<file path="config.mk">
export PLATFORM = sky130hd
export DESIGN_NAME = fixed_adder_tree_pipelined
export DESIGN_NICKNAME = d
export VERILOG_FILES = /design/src/rtl/fixed_adder_tree_pkg.sv /design/src/rtl/fixed_adder_tree_stage.sv /design/src/rtl/fixed_adder_tree_pipelined.sv
export SDC_FILE = /design/constraint.sdc
export NUM_CORES = 1
export LEC_CHECK = 0
export ABC_AREA = 1
export CAP_MARGIN = 10
export CORE_AREA = 5 5 173 142
export DETAILED_ROUTE_END_ITERATION = 10
export DIE_AREA = 0 0 178 147
export DONT_BUFFER_PORTS = 1
export GPL_ROUTABILITY_DRIVEN = 0
export PLACE_DENSITY = 0.67
export SLEW_MARGIN = 10
export SYNTH_ARGS = -nofsm -noshare
export SYNTH_HDL_FRONTEND = slang
export SYNTH_SLANG_ARGS = --single-unit
</file>
<file path="constraint.sdc">
create_clock -name clk -period 1.88 [get_ports clk]
set_clock_uncertainty 0.2 [all_clocks]
set_input_delay 0.376 -clock clk [delete_from_list [all_inputs] [get_ports clk]]
set_output_delay 0.376 -clock clk [all_outputs]
set_load 0.03 [all_outputs]
</file>
<file path="src/rtl/fixed_adder_tree_pkg.sv">
// Shared helpers for the pipelined adder tree: level count, per-level lane count and width,
// and the clamp used by the top when FIXED_ADDER_TREE_SAT_EN narrows with saturation.
package fixed_adder_tree_pkg;

  localparam int SAT_W = 64;

  function automatic int tree_levels(input int size);
    int lv;
    lv = $clog2(size);
    return (lv < 1) ? 1 : lv;
  endfunction

  function automatic int level_size(input int size, input int k);
    int n;
    n = size;
    for (int i = 0; i < k; i++) begin
      n = (n + 1) / 2;
    end
    return n;
  endfunction

  function automatic int level_width(input int w, input int k);
    return w + k;
  endfunction

  // value arrives already sign/zero-extended to SAT_W; result is meaningful in its low out_w bits
  function automatic logic [SAT_W-1:0] sat_clamp(input logic [SAT_W-1:0] value,
                                                 input bit is_signed, input int out_w);
    logic signed [SAT_W-1:0] sval;
    logic signed [SAT_W-1:0] smax;
    logic signed [SAT_W-1:0] smin;
    logic [SAT_W-1:0] umax;
    sval = $signed(value);
    smax = (64'sd1 <<< (out_w - 1)) - 64'sd1;
    smin = -smax - 64'sd1;
    umax = (64'd1 << out_w) - 64'd1;
    if (is_signed) begin
      if (sval > smax) return $unsigned(smax);
      if (sval < smin) return $unsigned(smin);
      return value;
    end
    if (value > umax) return umax;
    return value;
  endfunction

endpackage

</file>
<file path="src/rtl/fixed_adder_tree_stage.sv">
// One registered level of the adder tree: adds lane pairs (odd leftover is only extended)
// and holds the result with a valid flag behind a ready/valid handshake.
module fixed_adder_tree_stage
  import fixed_adder_tree_pkg::*;
#(
  parameter int IN_SIZE  = 8,
  parameter int IN_WIDTH = 16,
  parameter int SIGNED   = 1
) (
  input  logic                                       clk,
  input  logic                                       rst,
  input  logic [IN_SIZE*IN_WIDTH-1:0]                data_in,
  input  logic                                       data_in_valid,
  output logic                                       data_in_ready,
  output logic [((IN_SIZE+1)/2)*(IN_WIDTH+1)-1:0]    data_out,
  output logic                                       data_out_valid,
  input  logic                                       data_out_ready
);

  localparam int OUT_SIZE = level_size(IN_SIZE, 1);
  localparam int OUT_W    = level_width(IN_WIDTH, 1);

  logic [IN_SIZE*OUT_W-1:0]  ext_lanes;
  logic [OUT_SIZE*OUT_W-1:0] sum_next;
  logic [OUT_SIZE*OUT_W-1:0] data_reg;
  logic                      valid_reg;

  for (genvar gi = 0; gi < IN_SIZE; gi++) begin : g_ext
    logic [IN_WIDTH-1:0] lane;
    assign lane = data_in[gi*IN_WIDTH +: IN_WIDTH];
    if (SIGNED != 0) begin : g_sext
      assign ext_lanes[gi*OUT_W +: OUT_W] = {lane[IN_WIDTH-1], lane};
    end else begin : g_zext
      assign ext_lanes[gi*OUT_W +: OUT_W] = {1'b0, lane};
    end
  end

  // One extra bit always holds the sum of two lanes exactly, in either signedness
  for (genvar gi = 0; gi < OUT_SIZE; gi++) begin : g_pair
    if (2*gi + 1 < IN_SIZE) begin : g_add
      assign sum_next[gi*OUT_W +: OUT_W] = ext_lanes[(2*gi)*OUT_W +: OUT_W]
                                         + ext_lanes[(2*gi+1)*OUT_W +: OUT_W];
    end else begin : g_pass
      assign sum_next[gi*OUT_W +: OUT_W] = ext_lanes[(2*gi)*OUT_W +: OUT_W];
    end
  end

  assign data_in_ready = !valid_reg || data_out_ready;

  always_ff @(posedge clk) begin
    if (rst) begin
      valid_reg <= 1'b0;
      data_reg  <= '0;
    end else if (data_in_ready) begin
      valid_reg <= data_in_valid;
      data_reg  <= sum_next;
    end
  end

  assign data_out       = data_reg;
  assign data_out_valid = valid_reg;

endmodule

</file>
<file path="src/rtl/fixed_adder_tree_pipelined.sv">
// Fully pipelined IN_SIZE-lane reduction tree with per-level backpressure and output narrowing.
// Define FIXED_ADDER_TREE_SAT_EN to saturate (instead of wrap) when OUT_WIDTH < full precision.
module fixed_adder_tree_pipelined
  import fixed_adder_tree_pkg::*;
#(
  parameter int IN_SIZE   = 8,
  parameter int IN_WIDTH  = 16,
  parameter int SIGNED    = 1,
  parameter int OUT_WIDTH = IN_WIDTH + $clog2(IN_SIZE)
) (
  input  logic                        clk,
  input  logic                        rst,
  input  logic [IN_SIZE*IN_WIDTH-1:0] data_in,
  input  logic                        data_in_valid,
  output logic                        data_in_ready,
  output logic [OUT_WIDTH-1:0]        data_out,
  output logic                        data_out_valid,
  input  logic                        data_out_ready
);

  localparam int LEVELS = tree_levels(IN_SIZE);
  localparam int FULL_W = level_width(IN_WIDTH, LEVELS);

  logic [FULL_W-1:0] full_sum;

  for (genvar gi = 0; gi < LEVELS; gi++) begin : g_lvl
    localparam int N_IN  = level_size(IN_SIZE, gi);
    localparam int W_IN  = level_width(IN_WIDTH, gi);
    localparam int N_OUT = level_size(IN_SIZE, gi + 1);

    logic [N_IN*W_IN-1:0]      stage_in;
    logic [N_OUT*(W_IN+1)-1:0] stage_out;
    logic                      up_valid;
    logic                      down_ready;
    logic                      stage_valid;
    logic                      stage_ready;

    if (gi == 0) begin : g_src
      assign stage_in = data_in;
      assign up_valid = data_in_valid;
    end else begin : g_src
      assign stage_in = g_lvl[gi-1].stage_out;
      assign up_valid = g_lvl[gi-1].stage_valid;
    end

    // Ready ripples back combinationally so a full pipeline still moves every cycle
    if (gi == LEVELS - 1) begin : g_sink
      assign down_ready = data_out_ready;
    end else begin : g_sink
      assign down_ready = g_lvl[gi+1].stage_ready;
    end

    fixed_adder_tree_stage #(
      .IN_SIZE (N_IN),
      .IN_WIDTH(W_IN),
      .SIGNED  (SIGNED)
    ) u_stage (
      .clk           (clk),
      .rst           (rst),
      .data_in       (stage_in),
      .data_in_valid (up_valid),
      .data_in_ready (stage_ready),
      .data_out      (stage_out),
      .data_out_valid(stage_valid),
      .data_out_ready(down_ready)
    );
  end

  assign full_sum       = g_lvl[LEVELS-1].stage_out;
  assign data_in_ready  = g_lvl[0].stage_ready;
  assign data_out_valid = g_lvl[LEVELS-1].stage_valid;

  if (OUT_WIDTH == FULL_W) begin : g_full
    assign data_out = full_sum;
  end else begin : g_narrow
`ifdef FIXED_ADDER_TREE_SAT_EN
    logic [SAT_W-1:0] wide_sum;
    if (SIGNED != 0) begin : g_sw
      assign wide_sum = SAT_W'($signed(full_sum));
    end else begin : g_uw
      assign wide_sum = SAT_W'(full_sum);
    end
    assign data_out = OUT_WIDTH'(sat_clamp(wide_sum, SIGNED != 0, OUT_WIDTH));
`else
    assign data_out = OUT_WIDTH'(full_sum);
`endif
  end

endmodule

</file>
; Word-level counts from Yosys, hierarchy flattened
; Cells that the tools add are included.
[word_totals]
regBits = 126
inputBits = 132
out_inout_bits = 21
wordCells = 19
[op_classes]
n_reduce_logical = 6
addsub = 7
[ops]
columns = op, n
row1 = $add A16 B16 Y17, 4
row2 = $add A17 B17 Y18, 2
row3 = $add A18 B18 Y19, 1
row4 = $logic_not A1 Y1, 3
row5 = $logic_or A1 B1 Y1, 3

; Logic depth before layout (Yosys ltp)
[depth]
depth_word = 4
depth_mapped = 14
depth_no_buf = 14

; Hierarchy
; From an unflattened synthesis, not the netlist that was laid out.
[unflattened]
hier_cells = 1988
area_unflattened_um2 = 11702.5
[modules_own_cells]
columns = mod, instances, seq_area_each_um2, area_per_inst_um2, cells_each
row1 = fixed_adder_tree_stage (g_lvl[0].u_stage), 1, 1381.3, 6533.8, 1141
row2 = fixed_adder_tree_stage (g_lvl[1].u_stage), 1, 740.7, 3373.2, 553
row3 = fixed_adder_tree_stage (g_lvl[2].u_stage), 1, 400.4, 1795.5, 294

; Worst setup path before layout
; No wires, ideal clock.
[synth_timing]
kind = register to output
start = register g_lvl[2].u_stage.valid_reg
end = output port data_in_ready
path_stages_with_launch = 10
required_time_ns = 1.304
path_slack_ns = -0.188
arrival_time_ns = 1.492
cell_sequence = dfxtp_1 -> inv_1 -> nor2_4 -> inv_2 -> nor2_4 -> inv_2 -> nor2_8 -> inv_2 -> buf_6 -> buf_6
[synth_via]
elab_chain_cells = 4
[synth_rtl]
columns = element, line_no
row1 = "start, declared", fixed_adder_tree_stage.sv:26  ; logic valid_reg;
row2 = "start signal, assigned", fixed_adder_tree_stage.sv:55  ; valid_reg <= data_in_valid;
row3 = $logic_not A1 Y1, fixed_adder_tree_stage.sv:48  ; assign data_in_ready = !valid_reg || data_out_ready;
row4 = $logic_or A1 B1 Y1 (3 in a row), fixed_adder_tree_stage.sv:48
row5 = "end, declared", fixed_adder_tree_pipelined.sv:15  ; output logic data_in_ready,
; Every way passes these cells.

; Worst setup path after layout
; Same ends and word-level chain as after synthesis.

==> summary.md <==
| Metric | Value |
|---|---|
| Outcome | finished with violations |
| Failing checks | negative hold slack, negative setup slack |
| Leak pwr | 8.19 nW |
| Number of remaining DRC errors | 0 |
| Max-slew headroom | 57.2% |
| Slew Viols, Final | 0 |
| Crit path max fanout | 6 |
| Drt total wl | 33.4 mm |
| Synth unique cells | 31 |
| Peak VDD IR | 0.621 mV |
| Global route overflow | 0 |
| Final setup viols | 32 |
| CTS Sinks | 126 |
| Most frequent cells in the layout | 430 x nand2_1, 284 x inv_1, 206 x nor2_1 |
| Crit end category | output pin |
| Met1 Use GR | about a third |
| Share of cells above drive strength 1 | between 20% and 30% |
| Syn nets | 2111 |
| Num CTS Buffers | 17 |
| Power density cells | about 770 nW/um2 |
| Critical path arrival | around 1.5 ns |
| Area Growth Syn to Fin | 34.8% |
| P_int | 0.00718 W |
| Clock Pin Slew Worst Setup and Hold Paths | 0.06 ns |
| Initial Util | 48.8% |
| Core area | about 23000 um2 |
| Largest net degree at the start of global routing | 77 |
| First-pass GRT wire length | 50.1 mm |
| Hold path depth | 1 |
| Worst R2R Path Depth | 9 |
| Reg power frac | roughly 32% |
| Flop and latch count out of synthesis | 126 |
| Initial antenna violation count | 0 |
| Syn avg cell area | 6.01 um2 |
| Clk root buf | clkbuf_16 |
| CP startpoint | g_lvl[2].u_stage.data_out_valid |
| Clock Tree Buf Depth | 2 |
| Total GRT Usage | a little under a quarter |
| Flop-to-flop setup slack | -0.10 ns |
| DR pass1 iterations | 7 |
| Period utilisation layout | 109% |
| Crit Path Class | reg2out |
| Max Fclk | ~500 MHz |
| Mapped Area | 11200 um2 |
| Clk network pwr share | 26.5% |
| Vias in the first global route | 10900 |
| Antenna cells | 0 |
| Mapped Cells | 1856 |
| Warnings, synthesis | 0 |
| Final #Nets | 2261 |
| Vias post-DR | 12200 |
| Vias/cell | 5.23 |
| Die Ht | 147 um |
| Hold Path Class | in2reg |
| I/O pin count | 153 |
| CP startpoint kind | flop |
| Worst skew pair latency | 0.42 ns |
| FP Rows | 50 |
| Launch point of the worst reg-to-reg path | g_lvl[0].u_stage.data_out[62] |
| Sequential fraction of the synthesis area | 22.6% |
| Post-CTS Hold Fix Bufs | 2 |
| Max-cap violations | 0 |
| Die X | 178 um |
| CTS tree | done |
| Worst Tran Pin Value | 0.642 ns |
| Die Area | 26200 um2 |
| Min Tclk post-route | 2.05 ns |
| Min Hold Slack | -0.177 ns |
| Crit Reg-Reg Endpoint | g_lvl[1].u_stage.data_out[32] |
| Leading cell type in the layout, fill and taps excluded | nand2_1 |
| Finished Layout Cells | 2331 |
| DR WL/cell | 14.3 um |
| GR Util met3 | around 3.7% |
| Worst Slack Setup Final | -0.168 ns |
| Routed Antenna Nets | 0 |
| P_sw | 0.00446 W |
| HPWL Detailed | 23.2 mm |
| Global route hottest layer | met2 |
| Comb pwr share | 41.1% |
| RSZ-0062 raised after global routing | true |
| Setup_tns | -0.912 ns |
| Initial DRC count | 961 |
| Port Buffers | 0 |
| Hold Vio Cnt, Final | 74 |
| Worst path required time | about 1.3 ns |
| CTS H-Tree Depth | 4 |
| Sw frac | 38.3% |
| Worst setup endpoint | data_in_ready |
| Cells after DPL | roughly 2300 |
| Routing usage on met2 | 35.1% |
[through the flow]
stage	total power, W	area (um2)	worst slack [ns]	utilization, %
6_report	0.0116	15000	-0.168	65.8
5_1_grt	0.0124	15000	-0.231	65.8
4_1_cts	0.0108	13400	-0.206	58.5
3_5_place_dp	0.00747	12500	-0.119	54.7
3_3_place_gp	0.00739	12500	-0.0839	54.7
2_1_floorplan	0.00615	11200	-0.0281	-
[worst min-delay path by stage]
stage / slack [ns] / to / start
6_report: -0.18 / g_lvl[1].u_stage.data_out_valid / rst
5_1_grt: -0.19 / g_lvl[1].u_stage.data_out_valid / rst
4_1_cts: -0.20 / g_lvl[1].u_stage.data_out_valid / rst
3_5_place_dp: 0.25 / g_lvl[2].u_stage.data_out_valid / rst
3_3_place_gp: 0.25 / g_lvl[2].u_stage.data_out_valid / rst
2_1_floorplan: 0.26 / g_lvl[0].u_stage.data_out[17] / g_lvl[0].u_stage.data_out[17]
[power groups by stage]
stage / logic, W / registers, W / clock network (W)
detailed placement: 0.00388 / 0.00359 / 0
finish: 0.00479 / 0.00376 / 0.00309
global route: 0.00531 / 0.00381 / 0.00328
CTS: 0.00405 / 0.00357 / 0.00314
floorplan: 0.00262 / 0.00353 / 0
global placement: 0.00381 / 0.00359 / 0
[synth_stat cells]
cell type,number,area share [%]
clkbuf_1,20,0.67
nor2_1,271,9.1
o211ai_2,6,0.67
or2_2,1,0.056
o21ai_0,103,4.6
nor2_8,1,0.18
a21oi_1,123,5.5
ha_1,116,13
and2_1,9,0.50
buf_2,5,0.22
xor2_1,30,2.4
nor2_4,2,0.20
nand2_1,483,16
o21a_1,1,0.067
nor3_1,17,0.76
o211ai_1,6,0.40
inv_2,3,0.10
buf_1,8,0.27
a21o_1,7,0.47
fa_1,7,1.3
nand3_1,182,8.2
a31oi_1,1,0.056
and3_1,1,0.056
nand3b_1,2,0.13
o21bai_1,11,0.74
xnor2_1,11,0.86
dfxtp_1,126,23
nor4_1,1,0.056
nand4_1,6,0.34
buf_6,4,0.40
inv_1,292,9.8
[cell type report]
type / count / area [um2]
clock inverters: 10 / 91.3
inverters: 295 / 1120
flip-flops and latches: 126 / 2610
clock buffers: 22 / 454
fillers: 1977 / 7800
well taps: 312 / 390
multi-input cells: 1398 / 8830
repair buffers: 168 / 1530
[timing repair]
item	CTS	global route
setup endpoints to repair	76	111
cloned	0	10
buffers inserted	6	15
pin swaps	26	78
hold endpoints to repair	76	74
resized for setup	55	366
[sequential cells by signal (all words and copies together), names as in the netlist]
name and cells:
g_lvl.u_stage.data_out 123, g_lvl.u_stage.data_out_valid 3
[layer usage]
layer	vias to the layer above	share of wire [%]	wire length, um
met5	-	0	0
met4	0	1.5	493
met3	44	5.5	1830
met2	348	45	15000
met1	5575	48	16000
li1	6221	-	-
[cells by family after synthesis]
logic type                 count (synthesis)  synth area share [%]
and+or+nand+nor                          976                  35.8
buffers and inverters                    332                  11.5
AOI/OAI and AO/OA                        258                  12.6
DFF                                      126                  22.6
adders and majority gates                123                  14.3
xor gates and xnor gates                  41                  3.22
[critical path, stage by stage, from the launching register on]
cell,delay (ns)
dfxtp_4,0.34
inv_2,0.04
nor2_4,0.08
inv_2,0.05
nor2_4,0.11
inv_4,0.06
nor2_8,0.12
clkinv_8,0.08
buf_6,0.15
(Power assumes the default switching activity.)
